$ cat config.mk
export PLATFORM = sky130hd
export DESIGN_NAME = instr_sequencer
export DESIGN_NICKNAME = d
export VERILOG_FILES = /design/src/rtl/instr_sequencer_pkg.sv /design/src/rtl/instr_sequencer_cond_check.sv /design/src/rtl/instr_sequencer.sv
export SDC_FILE = /design/constraint.sdc
export NUM_CORES = 1
export LEC_CHECK = 0
export BUFFER_PORTS_ARGS = -buffer_cell sky130_fd_sc_hd__buf_2
export CAP_MARGIN = 30
export CELL_PAD_IN_SITES_DETAIL_PLACEMENT = 0
export CELL_PAD_IN_SITES_GLOBAL_PLACEMENT = 1
export CORE_ASPECT_RATIO = 0.9
export CORE_MARGIN = 5
export CORE_UTILIZATION = 41
export DETAILED_ROUTE_END_ITERATION = 8
export MAX_ROUTING_LAYER = met4
export PLACE_DENSITY_LB_ADDON = 0.1
export SYNTH_ARGS = -nofsm -noshare
export SYNTH_HDL_FRONTEND = slang
export SYNTH_SLANG_ARGS = --single-unit
$ cat constraint.sdc
create_clock -name clk -period 3.3 [get_ports clk]
set_clock_uncertainty 0.15 [all_clocks]
set_input_delay 0.165 -clock clk [delete_from_list [all_inputs] [get_ports clk]]
set_output_delay 0.165 -clock clk [all_outputs]
set_load 0.01 [all_outputs]
$ cat src/rtl/instr_sequencer_pkg.sv
// ============================================================================
// Module : instr_sequencer_pkg
// Brief  : shared opcode, condition, state and field definitions
// Rev    : 1.0
// ============================================================================
`default_nettype none

package instr_sequencer_pkg;

  typedef enum logic [2:0] {
    S_IDLE   = 3'd0,
    S_FETCH  = 3'd1,
    S_FWAIT  = 3'd2,
    S_DECODE = 3'd3,
    S_EXEC   = 3'd4,
    S_MEM    = 3'd5,
    S_WB     = 3'd6,
    S_HALT   = 3'd7
  } seq_state_t;

  typedef enum logic [1:0] {
    CC_AL = 2'b00,
    CC_EQ = 2'b01,
    CC_NE = 2'b10,
    CC_MI = 2'b11
  } cond_t;

  localparam logic [3:0] c_OP_NOP  = 4'b0000;
  localparam logic [3:0] c_OP_LD   = 4'b1100;
  localparam logic [3:0] c_OP_ST   = 4'b1101;
  localparam logic [3:0] c_OP_HALT = 4'b1110;
  localparam logic [3:0] c_OP_BR   = 4'b1111;

  localparam int c_COND_HI = 15;
  localparam int c_COND_LO = 14;
  localparam int c_OPCD_HI = 13;
  localparam int c_OPCD_LO = 10;

endpackage

`default_nettype wire

$ cat src/rtl/instr_sequencer_cond_check.sv
// ============================================================================
// Module : instr_sequencer_cond_check
// Brief  : evaluates the 2-bit condition field against the ALU flags
// Rev    : 1.0
// ============================================================================
`default_nettype none

module instr_sequencer_cond_check
  import instr_sequencer_pkg::*;
(
  input  cond_t cond,
  input  logic  flag_z,
  input  logic  flag_n,
  output logic  pass
);

  always_comb begin
    pass = 1'b0;
    case (cond)
      CC_AL:   pass = 1'b1;
      CC_EQ:   pass = flag_z;
      CC_NE:   pass = ~flag_z;
      CC_MI:   pass = flag_n;
      default: pass = 1'b0;
    endcase
  end

endmodule

`default_nettype wire

$ cat src/rtl/instr_sequencer.sv
// ============================================================================
// Module : instr_sequencer
// Brief  : multi-cycle fetch/decode/execute controller for the 16-bit core
// Rev    : 1.0
// ============================================================================
`default_nettype none

module instr_sequencer
  import instr_sequencer_pkg::*;
#(
  parameter int PC_W  = 8,
  parameter int CNT_W = 16
) (
  input  logic             clk,
  input  logic             rst_n,
  input  logic             start,
  output logic [PC_W-1:0]  rom_addr,
  output logic             rom_rd,
  input  logic [15:0]      rom_data,
  output logic [15:0]      inst,
  input  logic             flag_z,
  input  logic             flag_n,
  output logic             alu_en,
  output logic             flags_we,
  output logic             rf_we,
  output logic             mem_req,
  output logic             mem_we,
  input  logic             mem_ack,
  output logic             busy,
  output logic             halted,
  output logic [CNT_W-1:0] retired
);

  localparam logic [PC_W-1:0]  c_PC_ONE  = PC_W'(1);
  localparam logic [CNT_W-1:0] c_CNT_ONE = CNT_W'(1);

  seq_state_t       r_state;
  seq_state_t       w_state_nxt;
  logic [PC_W-1:0]  r_pc;
  logic [PC_W-1:0]  w_pc_nxt;
  logic [15:0]      r_inst;
  logic [15:0]      w_inst_nxt;
  logic [CNT_W-1:0] r_retired;
  logic [CNT_W-1:0] w_retired_nxt;
  logic [3:0]       w_op;
  logic             w_cond_pass;

  assign w_op     = r_inst[c_OPCD_HI:c_OPCD_LO];
  assign rom_addr = r_pc;
  assign inst     = r_inst;
  assign retired  = r_retired;

  instr_sequencer_cond_check u_cond_check (
    .cond   (cond_t'(r_inst[c_COND_HI:c_COND_LO])),
    .flag_z (flag_z),
    .flag_n (flag_n),
    .pass   (w_cond_pass)
  );

  always_ff @(posedge clk or negedge rst_n) begin
    if (!rst_n) begin
      r_state   <= S_IDLE;
      r_pc      <= '0;
      r_inst    <= '0;
      r_retired <= '0;
    end else begin
      r_state   <= w_state_nxt;
      r_pc      <= w_pc_nxt;
      r_inst    <= w_inst_nxt;
      r_retired <= w_retired_nxt;
    end
  end

  // Strobes depend on state only, so an async reset clears them at once.
  always_comb begin
    w_state_nxt   = r_state;
    w_pc_nxt      = r_pc;
    w_inst_nxt    = r_inst;
    w_retired_nxt = r_retired;
    rom_rd        = 1'b0;
    alu_en        = 1'b0;
    flags_we      = 1'b0;
    rf_we         = 1'b0;
    mem_req       = 1'b0;
    mem_we        = 1'b0;
    busy          = 1'b1;
    halted        = 1'b0;
    case (r_state)
      S_IDLE: begin
        busy = 1'b0;
        if (start) w_state_nxt = S_FETCH;
      end
      S_FETCH: begin
        rom_rd      = 1'b1;
        w_state_nxt = S_FWAIT;
      end
      S_FWAIT: begin
        w_inst_nxt  = rom_data;
        w_state_nxt = S_DECODE;
      end
      S_DECODE: begin
        if (!w_cond_pass) begin
          w_pc_nxt    = r_pc + c_PC_ONE;
          w_state_nxt = S_FETCH;
        end else begin
          case (w_op)
            c_OP_NOP: begin
              w_pc_nxt      = r_pc + c_PC_ONE;
              w_retired_nxt = r_retired + c_CNT_ONE;
              w_state_nxt   = S_FETCH;
            end
            c_OP_BR: begin
              w_pc_nxt      = r_inst[PC_W-1:0];
              w_retired_nxt = r_retired + c_CNT_ONE;
              w_state_nxt   = S_FETCH;
            end
            c_OP_HALT: begin
              w_retired_nxt = r_retired + c_CNT_ONE;
              w_state_nxt   = S_HALT;
            end
            c_OP_LD, c_OP_ST: w_state_nxt = S_MEM;
            default:          w_state_nxt = S_EXEC;
          endcase
        end
      end
      S_EXEC: begin
        alu_en      = 1'b1;
        flags_we    = 1'b1;
        w_state_nxt = S_WB;
      end
      S_MEM: begin
        mem_req = 1'b1;
        mem_we  = (w_op == c_OP_ST);
        if (mem_ack) begin
          if (w_op == c_OP_ST) begin
            w_pc_nxt      = r_pc + c_PC_ONE;
            w_retired_nxt = r_retired + c_CNT_ONE;
            w_state_nxt   = S_FETCH;
          end else begin
            w_state_nxt = S_WB;
          end
        end
      end
      S_WB: begin
        rf_we         = 1'b1;
        w_pc_nxt      = r_pc + c_PC_ONE;
        w_retired_nxt = r_retired + c_CNT_ONE;
        w_state_nxt   = S_FETCH;
      end
      S_HALT: begin
        busy   = 1'b0;
        halted = 1'b1;
      end
      default: w_state_nxt = S_IDLE;
    endcase
  end

endmodule

`default_nettype wire
==> results.md, run 1 <==
- Traced cell by cell, the critical path runs through inv_1, nor3_2, buf_4, mux2_1.
- Timing analysis after detailed placement gives a worst setup slack of 1150 ps.
- The number of I/O port buffers is 69.
- Based on the critical path, the design can be clocked at up to 462 MHz.
- The fraction of power consumed by combinational cells is 0.432.
- The worst register-to-register path ends at inst[12].
- The count of buffer and inverter cells on the critical path is 2.
- Internal power comes to 1.44 mW.
- By count the netlist is led by dfrtp_1 (43), nand2_1 (19), mux2_2 (11), nor2_1 (11), a21oi_1 (10).
- For the pin with the worst max-slew slack, the measured transition is 604 ps.
- The initial utilization of the core area, before any placement, comes to 0.421.
- The antenna diode count is 0.
- The post-layout utilization of the core is 0.554.
- The die outline height is 79.5 µm.
- The share of the clock period used by the worst path after layout is 0.656.
- The wire length of the first global-routing pass is 8.72 mm.
- Clock-pin slew was measured on the worst setup and hold paths at 70 ps.
- The total negative setup slack is 0 ps.
- After detailed routing, the number of vias per cell comes to 5.18.
- The number of global-route vias before repair is 1813.
- The share of total power dissipated in the clock network is 0.159.
- The clock insertion delay at the later pin of the skew report is 280 ps.
- For the worst flop-to-flop path, the logic depth is 4.
- The fraction of power consumed by sequential logic is 0.409.
- The violation count after the first detailed-route iteration is 70.
- The mapped netlist covers 2200 µm².
- The number of hold-slack violations in the final timing report is 0.
- The final net count is 315.
- The type of the worst setup path is flop to flop.
- The total area of sequential cells is 1080 µm².
- The number of remaining DRC errors is 0.
- The headroom to the max-slew limit is 0.598.
- The run finished with clean final reports.
- After detailed routing, the average wire length per cell comes to 15.2 µm.
- The core outline area is 5220 µm².
- The category of the worst setup path capture point is a flop.
- The first detailed-routing pass took 4 iterations.
- The total wirelength of the detailed-routed design is 5.43 mm.
- The clock sink count is 43.
- The tightest min-delay check is of the primary input to asynchronous set/reset pin type.
- Counting flops with an async set or reset pin after synthesis yields a share of 1.00.
- For the worst setup path, the data required time is 3310 ps.
- In this run the power spent charging and discharging nets is 0.996 mW.
- The max-slew violation count is 0.
- Synthesis inferred 43 register bits.
- The leakage power of the design is 1.39 nW.
- The maximum net fanout on the critical path is 17.
- The global route total overflow is 0.
- The number of max-cap violations is 0.
- The number of flops mapped to enable cells by yosys is 0.
- The count of vias placed by the detailed router is 1854.
- The count of yosys warnings during synthesis is 0.
- In this run, CTS created clock tree buffers numbering 5.
- The largest total area in the synthesized netlist belongs to dfrtp_1.
- Setup violations remaining at the end of the flow were counted as 0.
- The time the worst path needs with I/O delays and setup is 2160 ps.
- The CTS tree is done.
- The start of the worst register-to-register path is r_state[1].
- Of the total power, the share spent switching nets is 0.409.
- For this design, the slowest cell found on the critical path is dfrtp_1.
- The root buffer cell is clkbuf_8.
- In the final layout, the multi-input gates occupy 1050 µm².
- The data arrival time of the critical path is 2180 ps.
- The number of nets produced by synthesis is 226.
- Relative to the synthesized area, the layout overhead comes to 31.6%.
- The number of antenna violations at the first check in global routing is 0.
- The setup check on the worst reg-to-reg path leaves a slack of 1140 ps.
- The clock passes through at most 2 buffers.
- The overall die width is 87.2 µm.
- Once detail routing completed, the nets flagged for antenna violations numbered 0.
- Setup repair after global routing left no endpoint under its margin.
- The count of unique library cells instantiated by Yosys is 43.
- The cell family with the largest share of critical-path delay is flip-flops.
- The launching element type of the critical path is a flop.
- The filler cell count is 471.
- The average instance area after synthesis is 10.9 µm².
- The detailed placer's ending HPWL is 3.84 mm.
- The instance count of the mapped netlist is 202.
- The final estimated routing congestion in global placement is 0.845.
- For this run, the slowest stage of the critical path takes 620 ps.
- In the synthesized netlist the dominant register cell turns out to be dfrtp_1.
- The CTS H-tree depth is 2.
- The ratio of total power to cell area is 842 nW/µm².
- The worst path meets setup with 1140 ps of slack.
- The total number of placement rows is 25.
- Of the cells placed in the final design, the portion with a size suffix greater than 1 is 0.333.
- The total global routing track utilization is 0.161.
- The most frequent cell after synthesis is dfrtp_1.
- The top-level port count is 70.
- VDD sags by at most 0.374 mV.
- The share of Yosys cell area claimed by the top area cell type is 0.489.
- By area the synthesized netlist is led by dfrtp_1 (49%), mux2_2 (5.6%), mux2i_1 (3.6%), xor2_1 (3.6%), nand2_1 (3.2%).
- The pin count of the biggest net entering global routing is 34.
- The die covers 6940 µm².
- The post-synthesis sequential area ratio is 0.489.
-- per-stage QoR --
stage / cells / hold WS, ps / instance area (µm²) / power [mW]
6_report: 358 / 143 / 2900 / 2.44
5_1_grt: 358 / 167 / 2900 / 2.62
3_3_place_gp: 332 / 225 / 2590 / 2.05
3_5_place_dp: 333 / -81.1 / 2610 / 2.05
4_1_cts: 358 / 146 / 2900 / 2.47
2_1_floorplan: 202 / -281 / 2200 / 1.66
-- per-layer routing --
metal,vias up,track usage,part of all wire
met5,-,-,0
met4,0,0.0368,0.0046
met3,2,0.0299,0.047
met2,46,0.247,0.46
met1,898,0.223,0.49
li1,908,-,-
-- cells by family after synthesis --
group / Yosys count / share of synthesized area
and+or+nand+nor: 69 / 0.183
DFF: 43 / 0.489
AOI/OAI and AO/OA: 36 / 0.115
muxes: 21 / 0.103
xor gates and xnor gates: 16 / 0.0637
buffers and inverters: 15 / 0.0352
adders and majority gates: 2 / 0.0114
-- power by group through the flow --
stage / clock network [mW] / registers, mW / logic, mW
after floorplan: 0 / 1.01 / 0.649
after global placement: 0 / 0.999 / 1.05
after detailed placement: 0 / 1.01 / 1.04
after CTS: 0.403 / 0.999 / 1.07
after global routing: 0.422 / 1.04 / 1.16
final: 0.387 / 0.997 / 1.05
-- cell usage in the layout (no fill, tap or decap), types with 3 or more instances in the layout --
| cell type | instances |
|---|---|
| a2bb2oi_1 | 4 |
| nand4_1 | 8 |
| nor2_1 | 11 |
| buf_2 | 69 |
| dlygate4sd3_1 | 18 |
| mux2i_1 | 8 |
| xnor2_1 | 7 |
| o21ai_0 | 4 |
| o21ai_1 | 3 |
| clkbuf_8 | 5 |
| inv_1 | 7 |
| xor2_1 | 9 |
| nand2_1 | 19 |
| mux2_2 | 11 |
| and3_1 | 4 |
| nor4_1 | 4 |
| nand3_1 | 8 |
| dfrtp_1 | 43 |
| a21oi_1 | 10 |
-- sequential cells by signal, summed over array words and instances (netlist names) --
name / flops
r_state: 3
inst: 16
retired: 16
rom_addr: 8
-- worst max-delay path by stage --
stage / start / endpoint / slack (ps) / cells after the start
2_1_floorplan: inst[12] / retired[11] / 1430 / 5
3_3_place_gp: r_state[1] / inst[1] / 1100 / 4
3_5_place_dp: r_state[1] / inst[1] / 1150 / 4
4_1_cts: r_state[1] / inst[12] / 1140 / 4
5_1_grt: r_state[1] / inst[11] / 1020 / 4
6_report: r_state[1] / inst[12] / 1140 / 4
-- worst reg2reg max path: cells and delay by family (launching register included) --
| family | cells | cell delay [ps] |
|---|---|---|
| mux | 1 | 360 |
| flops | 1 | 620 |
| buf+inv | 2 | 550 |
| simple gates | 1 | 360 |
-- final cells by class --
class / count / share of cell area
multi-input combinational: 144 / 0.362
timing repair buffer: 90 / 0.194
clock buffer: 6 / 0.0251
sequential: 43 / 0.371
inverter: 7 / 0.00907
tap: 67 / 0.0289
clock inverter: 1 / 0.0104
-- repair_timing --
| action | CTS | global route |
|---|---|---|
| setup buffers | 0 | 0 |
| setup endpoints to repair | 0 | 0 |
| hold buffers | 18 | 0 |
| gates resized for setup | 0 | 0 |
| endpoints found under the hold margin | 60 | 0 |
Note: power is estimated with default switching activity, not from simulation.
==> inputs of run 2 (changes only) <==
- ABC_AREA: unset -> 1
- CORE_UTILIZATION: 41 -> 37
- clock period: 3.3 -> 2.1 ns (I/O delays scaled with it)
==> run 2 against run 1 <==
- synthesized area increased by 14%
- synthesized cell count increased by 77%
- global-route usage increased by 0.43 points
- maximum frequency increased by 25%
- die area up 23%
- first-iteration DRC count rose by 8.6%
- largest cell class is now multi-input gates
- largest power group unchanged
==> results.md, run 2 <==
- The run finished with clean final reports.
- The most common cell type on the critical path is nand2_1.
- The required time at the endpoint of the critical path was 2180 ps (-1130 ps).
- By area the synthesized netlist is led by dfrtp_1 (43%), nand2_1 (23%), inv_1 (5.7%), nand3_1 (5.4%), nor2_1 (3.0%).
- The kind of cell with the highest combined delay along the critical path is simple AND/OR/NAND/NOR gates.
- The transition time of the tightest slew-check pin came to 449 ps (-155 ps).
- The CTS H-tree depth is 2 (unchanged).
- The count of unique library cells instantiated by Yosys is 26 (-40%).
- The path class of the tightest hold or removal check is primary input to flop.
- The number of max-cap violations is 0 (unchanged).
- The ratio of total power to cell area was 1180 nW/µm² (+40%).
- The number of antenna violations at the first check in global routing is 0 (unchanged).
- The type of the worst setup path is flop to flop.
- Setup repair after global routing left no endpoint under its margin.
- The number of iterations in the first detailed-routing pass is 4 (unchanged).
- The proportion of layout cells with a drive suffix above 1 is 0.209 (-0.124).
- The detailed placer's ending HPWL was 4.81 mm (+25%).
- In the layout the commonest cells are nand2_1 (157), buf_2 (69), dfrtp_1 (43), inv_1 (38), nand3_1 (27).
- The pin count of the biggest net entering global routing came to 44 (+29%).
- The total clock buffers created by CTS is 5 (unchanged).
- The area growth from synthesis to layout is 28.5%.
- The worst reg2reg path depth is 8 (+4).
- The total negative setup slack is 0 ps (unchanged).
- The post-layout total power came to 3.82 mW (+57%).
- The per-cell via count in the routed design is 4.50 (-13%).
- The wire length of the first global-routing pass is 11.2 mm (+28%).
- CTS placed an instance of clkbuf_8 at the clock tree root.
- The number of global-route vias before repair came to 2321 (+28%).
- The average instance area after synthesis came to 7.04 µm² (-35%).
- For this design, the slowest cell found on the critical path is dfrtp_1.
- The max-slew violation count came to 0 (unchanged).
- The number of buffers on the longest clock path is 2 (unchanged).
- TritonCTS built the clock tree.
- The effective utilization at floorplan is 0.383 (-0.0387).
- The post-cts resize count was 0 (unchanged).
- The clock insertion delay at the later pin of the skew report is 290 ps (about the same).
- The count of buffer and inverter cells on the critical path came to 0 (-2).
- The antenna diode count is 0 (unchanged).
- The library cell with the largest summed area after synthesis is dfrtp_1.
- The count of vias placed by the detailed router came to 2430 (+31%).
- The number of flops mapped to enable cells by yosys is 0 (unchanged).
- The filler cell count is 734 (+56%).
- The number of hold-slack violations in the final timing report is 0 (unchanged).
- The clock transition at the register clock pins on the worst setup and hold paths after CTS is 80 ps (about the same).
- The die outline height is 88.3 µm (+11%).
- The post-synthesis sequential area ratio is 0.427 (-0.0619).
- The count of yosys warnings during synthesis came to 0 (unchanged).
- The overall die width is 97.0 µm (+11%).
- The maximum operating frequency is 577 MHz (+25%).
- The area of the die came to 8560 µm² (+23%).
- The delay of the slowest critical-path stage is 410 ps (-210 ps).
- The headroom to the max-slew limit came to 0.700 (+0.103).
- The count of final setup violators is 0 (unchanged).
- The number of remaining DRC errors was 0 (unchanged).
- The total number of placement rows was 28 (+12%).
- The worst slack at placement came to 367 ps (-784 ps).
- The proportion of register bits with asynchronous set or reset after synthesis is 1.00 (unchanged).
- Leaving out fill and tap cells, the most frequent cell in the layout is nand2_1.
- The clock sink count came to 43 (unchanged).
- The final estimated routing congestion in global placement is 0.780 (-7.7%).
- The share of the clock period used by the worst path after layout is 0.825 (+0.169).
- The number of I/O port buffers is 69 (unchanged).
- The number of cells traversed by the worst hold path is 5.
- The top-level port count is 70 (unchanged).
- The final worst setup slack is 367 ps (-769 ps).
- The reg2reg setup slack came to 370 ps (-770 ps).
- The mean routed wirelength per cell was 12.5 µm (-18%).
- The most common flop cell mapped by yosys is dfrtp_1.
- The violation count after the first detailed-route iteration is 76 (+8.6%).
- The leakage power of the design is 1.81 nW (+31%).
- The total wirelength of the detailed-routed design is 6.74 mm (+24%).
- The signal on the critical path passes through ha_1, nand2_1, nor2_1, nand2_1, nor2_1, xor2_1, nand2_1, nand2_1.
- The most common cell in the synthesized netlist is nand2_1.
- The global route total overflow came to 0 (unchanged).
- The register bit total from synthesis was 43 (unchanged).
- The instance count of the mapped netlist came to 358 (+77%).
- The share of Yosys cell area claimed by the top area cell type came to 0.427 (-0.0619).
- The total global routing track utilization came to 0.166 (+0.00433).
- The number of nets produced by synthesis is 382 (+69%).
- The depth of the critical timing path with buffers and inverters included is 8 (+4).
- The number of nets with antenna violations after routing is 0 (unchanged).
- The time the worst path needs with I/O delays and setup was 1730 ps (-431 ps).
- In the synthesized netlist, the cells that appear most often are nand2_1 (157), dfrtp_1 (43), inv_1 (38), nand3_1 (27), nor2_1 (20).
- The maximum vdd ir drop is 0.618 mV (+65%).
- The netlist area before placement was 2520 µm² (+14%).
- The launching element type of the critical path is a flop.
- The maximum net fanout on the critical path was 5 (-12).
- The data arrival time of the critical path came to 1810 ps (-370 ps).
- The core outline area is 6590 µm² (+26%).
- The worst setup path is captured at a flop.
- The final net count came to 473 (+50%).
[run 2: changes by cell type after synthesis, moves of 5 or more]
cell	before	now
a21oi_1	10	1
nor2_1	11	20
nand3_1	8	27
mux2i_1	8	0
nand2_1	19	157
inv_1	7	38
inv_2	0	5
o21ai_0	4	10
mux2_2	11	0
[run 2: final timing paths]
| check | start | endpoint |
|---|---|---|
| max in group asynchronous | rst_n | inst[15] |
| worst max register to register | retired[0] | retired[10] |
| worst max-delay path | retired[0] | retired[10] |
| worst min register to register | inst[8] | inst[8] |
| worst min-delay path | mem_ack | r_state[2] |
| min in group asynchronous | rst_n | inst[10] |
[run 2: metrics by stage]
stage / cells / hold slack (ps) / instance area, µm² / util
after detailed placement: 514 / -43.5 / 2980 / 0.452
final: 540 / 132 / 3240 / 0.492
after global placement: 514 / -44.4 / 2980 / 0.452
after CTS: 540 / 119 / 3240 / 0.492
after global routing: 540 / 146 / 3240 / 0.492
after floorplan: 358 / -341 / 2520 / -
[run 2: worst min-delay path, cell delays in order]
cell	delay [ps]
buf_2	90
inv_1	50
nand2_2	80
nand2_1	90
o21bai_1	110
[run 2: metal layers]
layer,GRT usage,part of all wire,up-vias
met4,0.0459,0.0053,0
met1,0.230,0.52,1082
met2,0.244,0.43,50
li1,-,-,1296
met3,0.0370,0.044,2
met5,-,0,-
[run 2: final cells by class]
cell class                 count  area [µm²]  share of cell area
multi-input combinational    263        1230               0.380
sequential                    43        1080               0.332
timing repair buffer          91         568               0.175
inverter                      45         169              0.0522
tap                           90         113              0.0348
clock buffer                   7        76.3              0.0236
clock inverter                 1        5.00             0.00155
[run 2: cells by family (layout without fill, tap and decap cells)]
| logic type | after synthesis | after routing | synth area share |
|---|---|---|---|
| flops | 43 | 43 | 0.427 |
| buf+inv | 52 | 144 | 0.0844 |
| compound gates | 15 | 15 | 0.0372 |
| fa+ha+maj | 2 | 2 | 0.00993 |
| xor+xnor | 14 | 14 | 0.0487 |
| simple gates | 232 | 232 | 0.393 |
[run 2: repair_timing]
item / 4_1_cts / 5_1_grt
endpoints found under the setup margin: 0 / 0
setup buffers: 0 / 0
endpoints found under the hold margin: 61 / 0
hold buffers: 18 / 0
[run 2: where the power goes]
group	internal [mW]	switching, mW	total (mW)
Clock	0.234	0.285	0.519
Sequential	1.11	0.289	1.40
Combinational	0.689	1.21	1.90
Total	2.03	1.79	3.82
==> inputs of run 3 (changes only) <==
- clock period: 2.1 -> 1.62 ns (I/O delays scaled with it)
==> run 3 against run 2 <==
- first-iteration DRC count up 28%
- combinational power increased by 75%
- non-clock buffer count is 26 higher
- via count increased by 7.5%
- global-route usage increased by 1.0 points
- sequential power grew 29%
==> results.md, run 3 (same netlist as run 2, synthesis figures left out) <==
- The flow ran to the end, and the final reports show no timing, DRC or antenna violations.
- The top-level port count is 70 (unchanged).
- The wire length of the first global-routing pass was 11.8 mm (+5.7%).
- The transition time of the tightest slew-check pin came to 456 ps (+7.20 ps).
- The required time at the endpoint of the critical path came to 1390 ps (-790 ps).
- Setup repair after global routing could not meet its margin everywhere.
- The overall die width is 97.0 µm (unchanged).
- The number of nets with antenna violations after routing is 0 (unchanged).
- The worst hold-check path type is primary input to asynchronous set/reset pin.
- The proportion of layout cells with a drive suffix above 1 is 0.298 (+0.0894).
- The clock sink count came to 43 (unchanged).
- The pin count of the biggest net entering global routing is 27 (-39%).
- The count of vias placed by the detailed router is 2612 (+7.5%).
- From synthesis to final layout, the design area changed by 42.1%.
- The clock insertion delay at the later pin of the skew report came to 300 ps (about the same).
- The root buffer cell is clkbuf_8.
- The final standard cell area without fillers is 3580 µm² (+11%).
- The core outline area came to 6590 µm² (unchanged).
- The number of iterations in the first detailed-routing pass is 4 (unchanged).
- TritonCTS built the clock tree.
- Leaving out fill and tap cells, the most frequent cell in the layout is nand2_1.
- The number of max-cap violations is 0 (unchanged).
- The CTS H-tree depth is 2 (unchanged).
- The final net count was 499 (+5.5%).
- The filler cell count is 685 (-6.7%).
- The worst setup path is of the flop to primary output kind.
- The total number of placement rows came to 28 (unchanged).
- The detailed placer's ending HPWL is 5.25 mm (+9.0%).
- The launching element type of the critical path is a flop.
- The post-layout total power is 5.83 mW (+53%).
- The max-slew violation count was 0 (unchanged).
- The mean routed wirelength per cell is 12.6 µm (+0.91%).
- The number of hold-slack violations in the final timing report is 0 (unchanged).
- The number of global-route vias before repair is 2451 (+5.6%).
- In the layout the commonest cells are nand2_1 (154), buf_2 (69), dfrtp_1 (40), inv_1 (36), buf_4 (25).
- The number of antenna violations at the first check in global routing is 0 (unchanged).
- The effective utilization at floorplan was 0.383 (unchanged).
- The total negative setup slack is 0 ps (unchanged).
- The category of the worst setup path capture point is a primary output.
- The maximum vdd ir drop came to 0.781 mV (+26%).
- The number of buffers on the longest clock path came to 2 (unchanged).
- The total clock buffers created by CTS is 5 (unchanged).
- The number of I/O port buffers came to 69 (unchanged).
- The per-cell via count in the routed design is 4.61 (+2.6%).
- The clock transition at the register clock pins on the worst setup and hold paths after CTS came to 90 ps (about the same).
- The data arrival time of the critical path is 1360 ps (-450 ps).
- The smallest clock period supported by the final layout is computed as 1590 ps.
- The total wirelength of the detailed-routed design is 7.13 mm (+5.8%).
- The area of the die is 8560 µm² (unchanged).
- The total global routing track utilization is 0.176 (+0.0103).
- The count of final setup violators is 0 (unchanged).
- The reg2reg setup slack was 50 ps (-320 ps).
- The leakage power of the design is 1.98 nW (+9.1%).
- The violation count after the first detailed-route iteration is 97 (+28%).
- The maximum operating frequency is 630 MHz.
- The number of remaining DRC errors was 0 (unchanged).
- The global route total overflow was 0 (unchanged).
- The ratio of total power to cell area is 1630 nW/µm² (+38%).
- The die outline height is 88.3 µm (unchanged).
- Dividing the final minimum period by the clock period gives 0.980.
- The maximum net fanout on the critical path is 4 (-1).
- The antenna diode count came to 0 (unchanged).
- The placed instance area was 3150 µm² (+5.8%).
- The headroom to the max-slew limit was 0.696 (-0.00414).
- The final estimated routing congestion in global placement is 0.820 (+5.1%).
run 3: cell count changes in the layout (fill, tap and decap cells not counted), moves of 3 or more:
cell,delta
dfrtp_2,+3
nand2_1,-3
nand3_1,-4
buf_4,+22
dfrtp_1,-3
buf_12,+3
nor2_1,-4
run 3: area by class of cell:
type / count / area, µm² / share of cell area
inverter: 45 / 174 / 0.0486
timing repair buffer: 117 / 818 / 0.229
sequential: 43 / 1080 / 0.302
multi-input combinational: 263 / 1310 / 0.366
clock inverter: 2 / 12.5 / 0.00350
clock buffer: 6 / 72.6 / 0.0203
tap: 90 / 113 / 0.0315
run 3: timing repair:
| item | in CTS | in global routing |
|---|---|---|
| setup endpoints to repair | 3 | 27 |
| resized for setup | 1 | 27 |
| pin swaps | 0 | 2 |
| hold endpoints to repair | 61 | 0 |
| gates cloned | 0 | 1 |
| hold buffers | 18 | 0 |
| setup buffers | 3 | 4 |
run 3: worst max-delay path, stage by stage, from the launching register on:
cell and delay [ps]:
dfrtp_2 460, buf_4 170, nor3_2 240, buf_2 180
run 3: through the flow:
| stage | setup slack (ps) | hold slack, ps | utilization | cells |
|---|---|---|---|---|
| 3_5_place_dp | 66.7 | -88.5 | 0.478 | 532 |
| 6_report | 32.7 | 112 | 0.544 | 566 |
| 4_1_cts | 0.684 | 106 | 0.523 | 561 |
| 5_1_grt | -37.4 | 162 | 0.544 | 566 |
| 2_1_floorplan | 37.5 | -365 | - | 358 |
| 3_3_place_gp | 76.9 | -101 | 0.478 | 532 |
run 3: path summary, 6_finish.rpt:
kind                       startpoint  depth (start not counted)           to
max                        r_state[0]                          3     flags_we
min                             rst_n                          2     inst[12]
max reg2reg                r_state[1]                          9  retired[12]
min reg2reg                   inst[8]                          2      inst[8]
max in group asynchronous       rst_n                          3   r_state[0]
min in group clk              mem_ack                          5   r_state[2]
run 3: per-layer routing:
| layer | part of all wire | global-route usage | up-vias |
|---|---|---|---|
| li1 | - | - | 1342 |
| met1 | 0.50 | 0.241 | 1210 |
| met2 | 0.45 | 0.264 | 55 |
| met3 | 0.044 | 0.0394 | 5 |
| met4 | 0.011 | 0.0485 | 0 |
| met5 | 0 | - | - |
run 3: power breakdown:
group | internal (mW) | switching, mW | total (mW)
sequential | 1.45 | 0.361 | 1.81
clock | 0.302 | 0.389 | 0.691
combinational | 1.48 | 1.86 | 3.33
total | 3.22 | 2.61 | 5.83
